$ cat src/rtl/ttd_frame_averager.sv
// ttd_frame_averager: consumes TTD conversion frames, validates the comparator
// crossing of each frame, averages 2^LOG2_N captured codes with rounding and
// queues the results in a small valid/ready FIFO toward the readout logic.
module ttd_frame_averager #(
  parameter int LOG2_N      = 2,
  parameter int FIFO_DEPTH  = 4,
  parameter int SYNC_STAGES = 2
) (
  input  logic       clk,
  input  logic       rst,
  input  logic       enable,
  input  logic       rst_cap,
  input  logic       cmp_in,
  input  logic [7:0] sample_in,
  output logic [7:0] out_data,
  output logic       out_ovr,
  output logic       out_valid,
  input  logic       out_ready,
  output logic       overflow
);

  localparam int N     = 1 << LOG2_N;
  localparam int ACC_W = 8 + LOG2_N;
  localparam int CNT_W = LOG2_N + 1;
  localparam int PTR_W = $clog2(FIFO_DEPTH);

  localparam logic [ACC_W:0]   HALF     = (ACC_W+1)'(N / 2);
  localparam logic [CNT_W-1:0] CNT_LAST = CNT_W'(N - 1);
  localparam logic [CNT_W-1:0] CNT_ONE  = CNT_W'(1);
  localparam logic [PTR_W:0]   PTR_ONE  = (PTR_W+1)'(1);

  // Round-half-up average of a full window; the sum of N codes plus N/2
  // shifted right by LOG2_N never exceeds 255, so plain truncation is safe.
  function automatic logic [7:0] round_avg(input logic [ACC_W-1:0] a);
    logic [ACC_W:0] s;
    s = {1'b0, a} + HALF;
    return 8'(s >> LOG2_N);
  endfunction

  logic [SYNC_STAGES-1:0] cmp_sync;
  logic                   cmp_prev;
  logic                   cmp_rise;
  logic                   rst_cap_q;
  logic                   vld_p0;
  logic                   hit;
  logic                   primed;
  logic                   vld_p1;
  logic [7:0]             smp_p1;
  logic                   ovr_p1;
  logic [ACC_W-1:0]       acc_p2;
  logic [ACC_W-1:0]       acc_sum;
  logic [CNT_W-1:0]       cnt_p2;
  logic                   wovr_p2;
  logic                   win_last;
  logic                   push;
  logic [7:0]             push_data;
  logic                   push_ovr;

  logic [8:0]             mem [FIFO_DEPTH];
  logic [PTR_W:0]         wr_ptr;
  logic [PTR_W:0]         rd_ptr;
  logic                   full;
  logic                   empty;
  logic                   pop;
  logic                   wr_en;

  assign cmp_rise = cmp_sync[SYNC_STAGES-1] & ~cmp_prev;

  // Synchronise the asynchronous comparator and keep its previous value for edge detection.
  always_ff @(posedge clk) begin
    if (rst) begin
      cmp_sync <= '0;
      cmp_prev <= 1'b0;
    end else begin
      cmp_sync <= {cmp_sync[SYNC_STAGES-2:0], cmp_in};
      cmp_prev <= cmp_sync[SYNC_STAGES-1];
    end
  end

  // ---- stage p0: frame end is the 0->1 transition of rst_cap ----
  // Register the cap-reset flag and flag the frame-end edge.
  always_ff @(posedge clk) begin
    if (rst) begin
      rst_cap_q <= 1'b1;
      vld_p0    <= 1'b0;
    end else begin
      rst_cap_q <= rst_cap;
      vld_p0    <= rst_cap & ~rst_cap_q;
    end
  end

  // Crossing flag: set by a synchronised rising edge during the ramp, cleared once consumed.
  always_ff @(posedge clk) begin
    if (rst) begin
      hit <= 1'b0;
    end else if (vld_p0) begin
      hit <= 1'b0;
    end else if (cmp_rise && !rst_cap) begin
      hit <= 1'b1;
    end
  end

  // ---- stage p1: frame qualification and sample capture ----
  // The first frame after reset or enable rise is partial: it only primes the block.
  always_ff @(posedge clk) begin
    if (rst || !enable) begin
      vld_p1 <= 1'b0;
      primed <= 1'b0;
    end else begin
      vld_p1 <= vld_p0 & primed;
      if (vld_p0) begin
        primed <= 1'b1;
      end
    end
  end

  // Capture the code, or zero with the no-crossing flag when the comparator never fired.
  always_ff @(posedge clk) begin
    if (vld_p0) begin
      smp_p1 <= hit ? sample_in : 8'h00;
      ovr_p1 <= ~hit;
    end
  end

  // ---- stage p2: accumulate and emit one rounded result per window ----
  assign acc_sum   = acc_p2 + ACC_W'(smp_p1);
  assign win_last  = (cnt_p2 == CNT_LAST);
  assign push      = vld_p1 & enable & win_last;
  assign push_data = round_avg(acc_sum);
  assign push_ovr  = wovr_p2 | ovr_p1;

  // Window accumulator; cleared when a window completes or the block is disabled.
  always_ff @(posedge clk) begin
    if (rst || !enable) begin
      acc_p2  <= '0;
      cnt_p2  <= '0;
      wovr_p2 <= 1'b0;
    end else if (vld_p1) begin
      if (win_last) begin
        acc_p2  <= '0;
        cnt_p2  <= '0;
        wovr_p2 <= 1'b0;
      end else begin
        acc_p2  <= acc_sum;
        cnt_p2  <= cnt_p2 + CNT_ONE;
        wovr_p2 <= push_ovr;
      end
    end
  end

  // ---- output FIFO ----
  assign empty     = (wr_ptr == rd_ptr);
  assign full      = (wr_ptr[PTR_W] != rd_ptr[PTR_W]) &&
                     (wr_ptr[PTR_W-1:0] == rd_ptr[PTR_W-1:0]);
  assign out_valid = ~empty;
  assign pop       = out_valid & out_ready;
  assign wr_en     = push & (~full | pop);
  assign {out_data, out_ovr} = mem[rd_ptr[PTR_W-1:0]];

  // FIFO storage and pointers; storage is cleared on reset so outputs read zero.
  always_ff @(posedge clk) begin
    if (rst) begin
      wr_ptr   <= '0;
      rd_ptr   <= '0;
      overflow <= 1'b0;
      for (int i = 0; i < FIFO_DEPTH; i++) begin
        mem[i] <= '0;
      end
    end else begin
      if (wr_en) begin
        mem[wr_ptr[PTR_W-1:0]] <= {push_data, push_ovr};
        wr_ptr <= wr_ptr + PTR_ONE;
      end
      if (pop) begin
        rd_ptr <= rd_ptr + PTR_ONE;
      end
      if (push && full && !pop) begin
        overflow <= 1'b1;
      end
    end
  end

endmodule
$ cat config.mk
export PLATFORM = sky130hd
export DESIGN_NAME = ttd_frame_averager
export DESIGN_NICKNAME = d
export VERILOG_FILES = /design/src/rtl/ttd_frame_averager.sv
export SDC_FILE = /design/constraint.sdc
export NUM_CORES = 1
export LEC_CHECK = 0
export CAP_MARGIN = 20
export CORE_AREA = 4 4 92 94
export DETAILED_ROUTE_END_ITERATION = 7
export DIE_AREA = 0 0 96 98
export GPL_ROUTABILITY_DRIVEN = 0
export HOLD_SLACK_MARGIN = 0.12
export PLACE_DENSITY = 0.7
export SLEW_MARGIN = 10
export SYNTH_ARGS = -nofsm -noshare
export SYNTH_HDL_FRONTEND = slang
export SYNTH_SLANG_ARGS = --single-unit
export TNS_END_PERCENT = 1
$ cat constraint.sdc
create_clock -name clk -period 2.9 [get_ports clk]
set_input_delay 0.29 -clock clk [delete_from_list [all_inputs] [get_ports clk]]
set_output_delay 0.29 -clock clk [all_outputs]
set_load 0.02 [all_outputs]
* After elaboration in Yosys (flattened, before gate mapping)
Memories as Yosys holds them, arrays and structs flattened. A register that Yosys moved wholly into a read port is not among the register bits.
Index checks and enable logic that the tools add are counted.
** Storage, ports and cells
- Register bits :: 38
- Memory bits (writable) :: 36
- Input port bits :: 14
- Output and inout port bits :: 11
- Word-level logic and storage cells :: 62
- Memories :: 1
** Memory list
- mem :: depth 4, bits a word 9, read ports 1, clocked after memory_dff 1, write ports 4, RTL line 59 : logic [8:0] mem [FIFO_DEPTH];
** Operators by class
- $add $sub $neg :: 5
- Equal/unequal tests :: 4
- Muxes and demuxes :: 13
- Bitwise gates (word level) :: 14
- Reductions and logical operators :: 10
** Operators with widths (number)
- $add A10 B2 Y10 const B :: 1
- $add A10 B8 Y10 :: 1
- $mux W10 :: 1
- $add A3 B1 Y3 const B :: 3
- $mux W9 :: 1
- $reduce_or A9 Y1 :: 1
- $and A1 B1 Y1 :: 7
- $mux W1 :: 7
- $mux W2 :: 3
- $not A1 Y1 :: 5
- $logic_and A1 B1 Y1 :: 4
- $eq A3 B2 Y1 const B :: 1
- $eq A3 B3 Y1 :: 1
- $logic_not A1 Y1 :: 3
- $mux W3 :: 1
- $eq A2 B2 Y1 :: 1
- $or A1 B1 Y1 :: 2
- $reduce_or A2 Y1 :: 1
- $logic_or A1 B1 Y1 :: 1
- $ne A1 B1 Y1 :: 1

* Logic depth before layout (Yosys ltp)
- Word-level depth :: 10
- Depth in mapped cells :: 9
- Depth with buffers taken out :: 8

* Least setup slack after synthesis
OpenSTA, ideal clock, no wires.
- Kind :: flip-flop to flip-flop
- Start point :: reg smp_p1[0]
- End point :: mem mem[2][8] (data pin)
- Setup time :: 260 ps
- Arrival :: 2493 ps
- Required time :: 2640 ps
- Path slack :: 147 ps
- Cell stages (with the launch flop) :: 9
- Path buffers :: 0
- Period minus slack after synthesis :: 2753 ps
- Cell sequence :: edfxtp_1 -> ha_1 -> fa_1 -> a21o_1 -> a41oi_1 -> nand2_1 -> a211oi_2 -> and4bb_2 -> mux2_2
** RTL lines
- from (decl) :: RTL line 48 : logic [7:0] smp_p1;
- from (signal assigned) :: RTL line 120 : smp_p1 <= hit ? sample_in : 8'h00;
- to (decl) :: RTL line 59

==> impl_metrics.ini <==
[status]
outcome = finished, final reports clean

[critical_path]
worstPathRequired_ns = 3.00
reg2reg_setup_slack_ns = 0.20
crit_type = reg -> reg
r2r_cells = 8
cp-start-kind = register
cp-startpoint = smp_p1[0]
endpoint = mem[2][8]
worst-path-max-fanout = 4
end_kind = register
r2r-start = smp_p1[0]
r2r-end = mem[2][8]
arrival_ns = 2.80

[logic_synthesis]
yosys_warnings = 0
synth_top_area_share = 0.365
yosys.area_share.simple = 0.176
synth.top_cells.by_area = edfxtp_1, dfxtp_1, nor2_1, mux4_2, ha_1
synth_fa_ha_area_frac = 0.0459
synth-compound-area-share = 0.108
async_flop_share = 0
synth_edf_count = 45
ys_seq_elements = 76
ys_seq_area_frac = 0.532
synth_top_flop_cell = edfxtp_1
synth.distinct_cells = 57
synthesis.instances = 324
synth_area_um2 = 3700
synthMuxAreaShare = 0.0777
synthXorXnorAreaFrac = 0.0331
synth_nets = 351
synth_top_family_by_area = simple AND/OR/NAND/NOR gates
avgSynthCellArea_um2 = 11.4
yosysTopAreaCell = edfxtp_1

[sta]
drv_slew = 0
fmax_mhz = 370
finalSetupTns_ns = 0
worstMarginPinSlew_ns = 1.04
worst_slack_ns = 0.197
hold_viol_final = 0
rsz0062_at_grt = false
maxSlewHeadroom = 0.303
min_period_ns = 2.70
fin_skew_ns = 0.00787
period_share = 0.932
setup_viol = 0

[die]
core_area_um2 = 7650
die-width_um = 96
die_h_um = 98
die-area_um2 = 9410
ios = 25
initial_utilization = 0.484
rows = 32

[power_and_ir_drop]
power.leakage_nw = 1.63
p_seq_frac = 0.571
power_density_nw_per_um2 = 472
p_switching_w = 0.000452
power_frac_comb = 0.049
intPower_w = 0.00160
p_sw_frac = 0.221
ir_worst_vdd_uv = 363
power_frac_clock = 0.380

[cells_and_area]
stdcell_area_um2 = 4340
n_fill_cell = 649
final_nets = 389
final_common_cell = nor2_1
area_growth_syn_to_layout_pct = 17.2
antennaDiodeCount = 0
layout_common_cells = nor2_1, edfxtp_1, dfxtp_1, clkdlybuf4s50_1, a21oi_1
drive_gt1_frac = 0.158

[place]
dpl_worst_slack_ns = 0.0193
hpwl_um = 5050
placed_area_um2 = 4130
numPortBuffers = 24

[grt]
grt_usage = 0.162
gr-total-overflow = 0
grt_pass1_wl_um = 11700
grt_antenna_before_repair = 0
grt_pass1_vias = 2557
grt_max_degree = 21

[clock_tree]
clockBufferDepth = 2
clk_pin_slew_ns = 0.08
htreeDepth = 3
cts_made_buffers = 9
clk_latency_ns = 0.35
tritoncts = yes
cts_root_buf = clkbuf_8
postCtsHoldBufs = 0
clock-sinks = 76

[routing]
viasPerCell = 5.30
drt_wl_total_um = 6850
avgRoutedWirePerCell_um = 14.6
drt_pass1_iterations = 4
drtAntennaViolNets = 0
vias = 2487
drc = 0
drt_iter0_drc = 86

[worst_hold_path]
hold_class = reg -> reg

[job]
maxCapViolations = 0
[layout make-up]
class	instances	area [µm²]	share of cell area
Clock buffer	11	163	0.0375
Clock inverter	5	32.5	0.00749
Inverter	12	45.0	0.0104
Multi-Input combinational cell	223	1640	0.378
Sequential cell	76	1970	0.454
Tap cell	102	128	0.0294
Timing Repair Buffer	40	360	0.0830
[worst min-delay path by stage]
stage	slack, ns	cells after the start	to	startpoint
global route	0.40	1	vld_p0	rst_cap_q
detailed placement	0.38	1	vld_p0	rst_cap_q
global placement	0.38	1	vld_p0	rst_cap_q
finish	0.39	1	vld_p0	rst_cap_q
CTS	0.39	1	vld_p0	rst_cap_q
floorplan	0.37	1	vld_p0	rst_cap_q
[synthesized netlist by cell type, types with 3 or more instances]
| cell | count |
|---|---|
| a21o_1 | 5 |
| xnor2_1 | 3 |
| mux4_2 | 9 |
| and3_1 | 3 |
| nor2b_1 | 7 |
| inv_1 | 12 |
| dfxtp_1 | 31 |
| nand3_1 | 5 |
| and2_1 | 9 |
| a21oi_1 | 23 |
| mux2i_1 | 4 |
| xor2_1 | 11 |
| nand2b_1 | 7 |
| nor2_1 | 56 |
| nand2_1 | 16 |
| edfxtp_1 | 45 |
| clkbuf_1 | 9 |
| or3_1 | 3 |
| ha_1 | 12 |
| a22oi_1 | 8 |
[layer usage]
metal	wire length [µm]	vias to the layer above	global-route usage	share of wire
met2	3560	45	0.281	0.52
met3	206	12	0.0308	0.030
li1	-	1244	-	-
met1	2940	1186	0.192	0.43
met4	136	0	0.0722	0.020
met5	0	-	0	0
[registers in the layout, summed over array words and instances (netlist names), 2 cells and up, named ones only]
| signal | flops |
|---|---|
| mem | 36 |
| acc_p2 | 10 |
| smp_p1 | 8 |
| cnt_p2 | 3 |
| rd_ptr | 3 |
| wr_ptr | 3 |
| cmp_sync | 2 |
[metrics by stage]
step | cells | power [W] | hold slack, ns | utilization
3_5_place_dp | 452 | 0.00130 | 0.379 | 0.540
5_1_grt | 469 | 0.00213 | 0.402 | 0.568
2_1_floorplan | 324 | 0.00125 | 0.372 | -
4_1_cts | 468 | 0.00207 | 0.390 | 0.565
3_3_place_gp | 452 | 0.00129 | 0.375 | 0.540
6_report | 469 | 0.00205 | 0.387 | 0.568
[critical path: stages (launching register included)]
cell	delay, ns
edfxtp_1	0.37
ha_1	0.25
fa_2	0.39
a21o_1	0.18
a41oi_2	0.24
nand2_1	0.13
a211oi_2	0.23
and4bb_2	0.32
mux2_2	0.34
[power groups by stage]
| stage | Clock (W) | Sequential (W) | Combinational (W) |
|---|---|---|---|
| after floorplan | 0 | 0.00119 | 0.0000542 |
| after global placement | 0 | 0.00119 | 0.0000997 |
| after detailed placement | 0 | 0.00120 | 0.000101 |
| after CTS | 0.000803 | 0.00117 | 0.000101 |
| after global routing | 0.000852 | 0.00117 | 0.000109 |
| final | 0.000778 | 0.00117 | 0.000100 |
[kinds of logic (layout without fill, tap and decap cells)]
group / count (synthesis) / after routing
buffers and inverters: 25 / 68
multiplexers: 17 / 17
AND/OR/NAND/NOR: 124 / 124
flip-flops: 76 / 76
AO/OA/AOI/OAI: 55 / 55
XOR/XNOR: 14 / 14
adder cells (fa/ha/maj): 13 / 13
[timing repair]
| action | 4_1_cts | 5_1_grt |
|---|---|---|
| resized for setup | 0 | 2 |
| setup buffers | 0 | 1 |
| endpoints found under the setup margin | 0 | 7 |
Note: power is estimated with default switching activity, not from simulation.
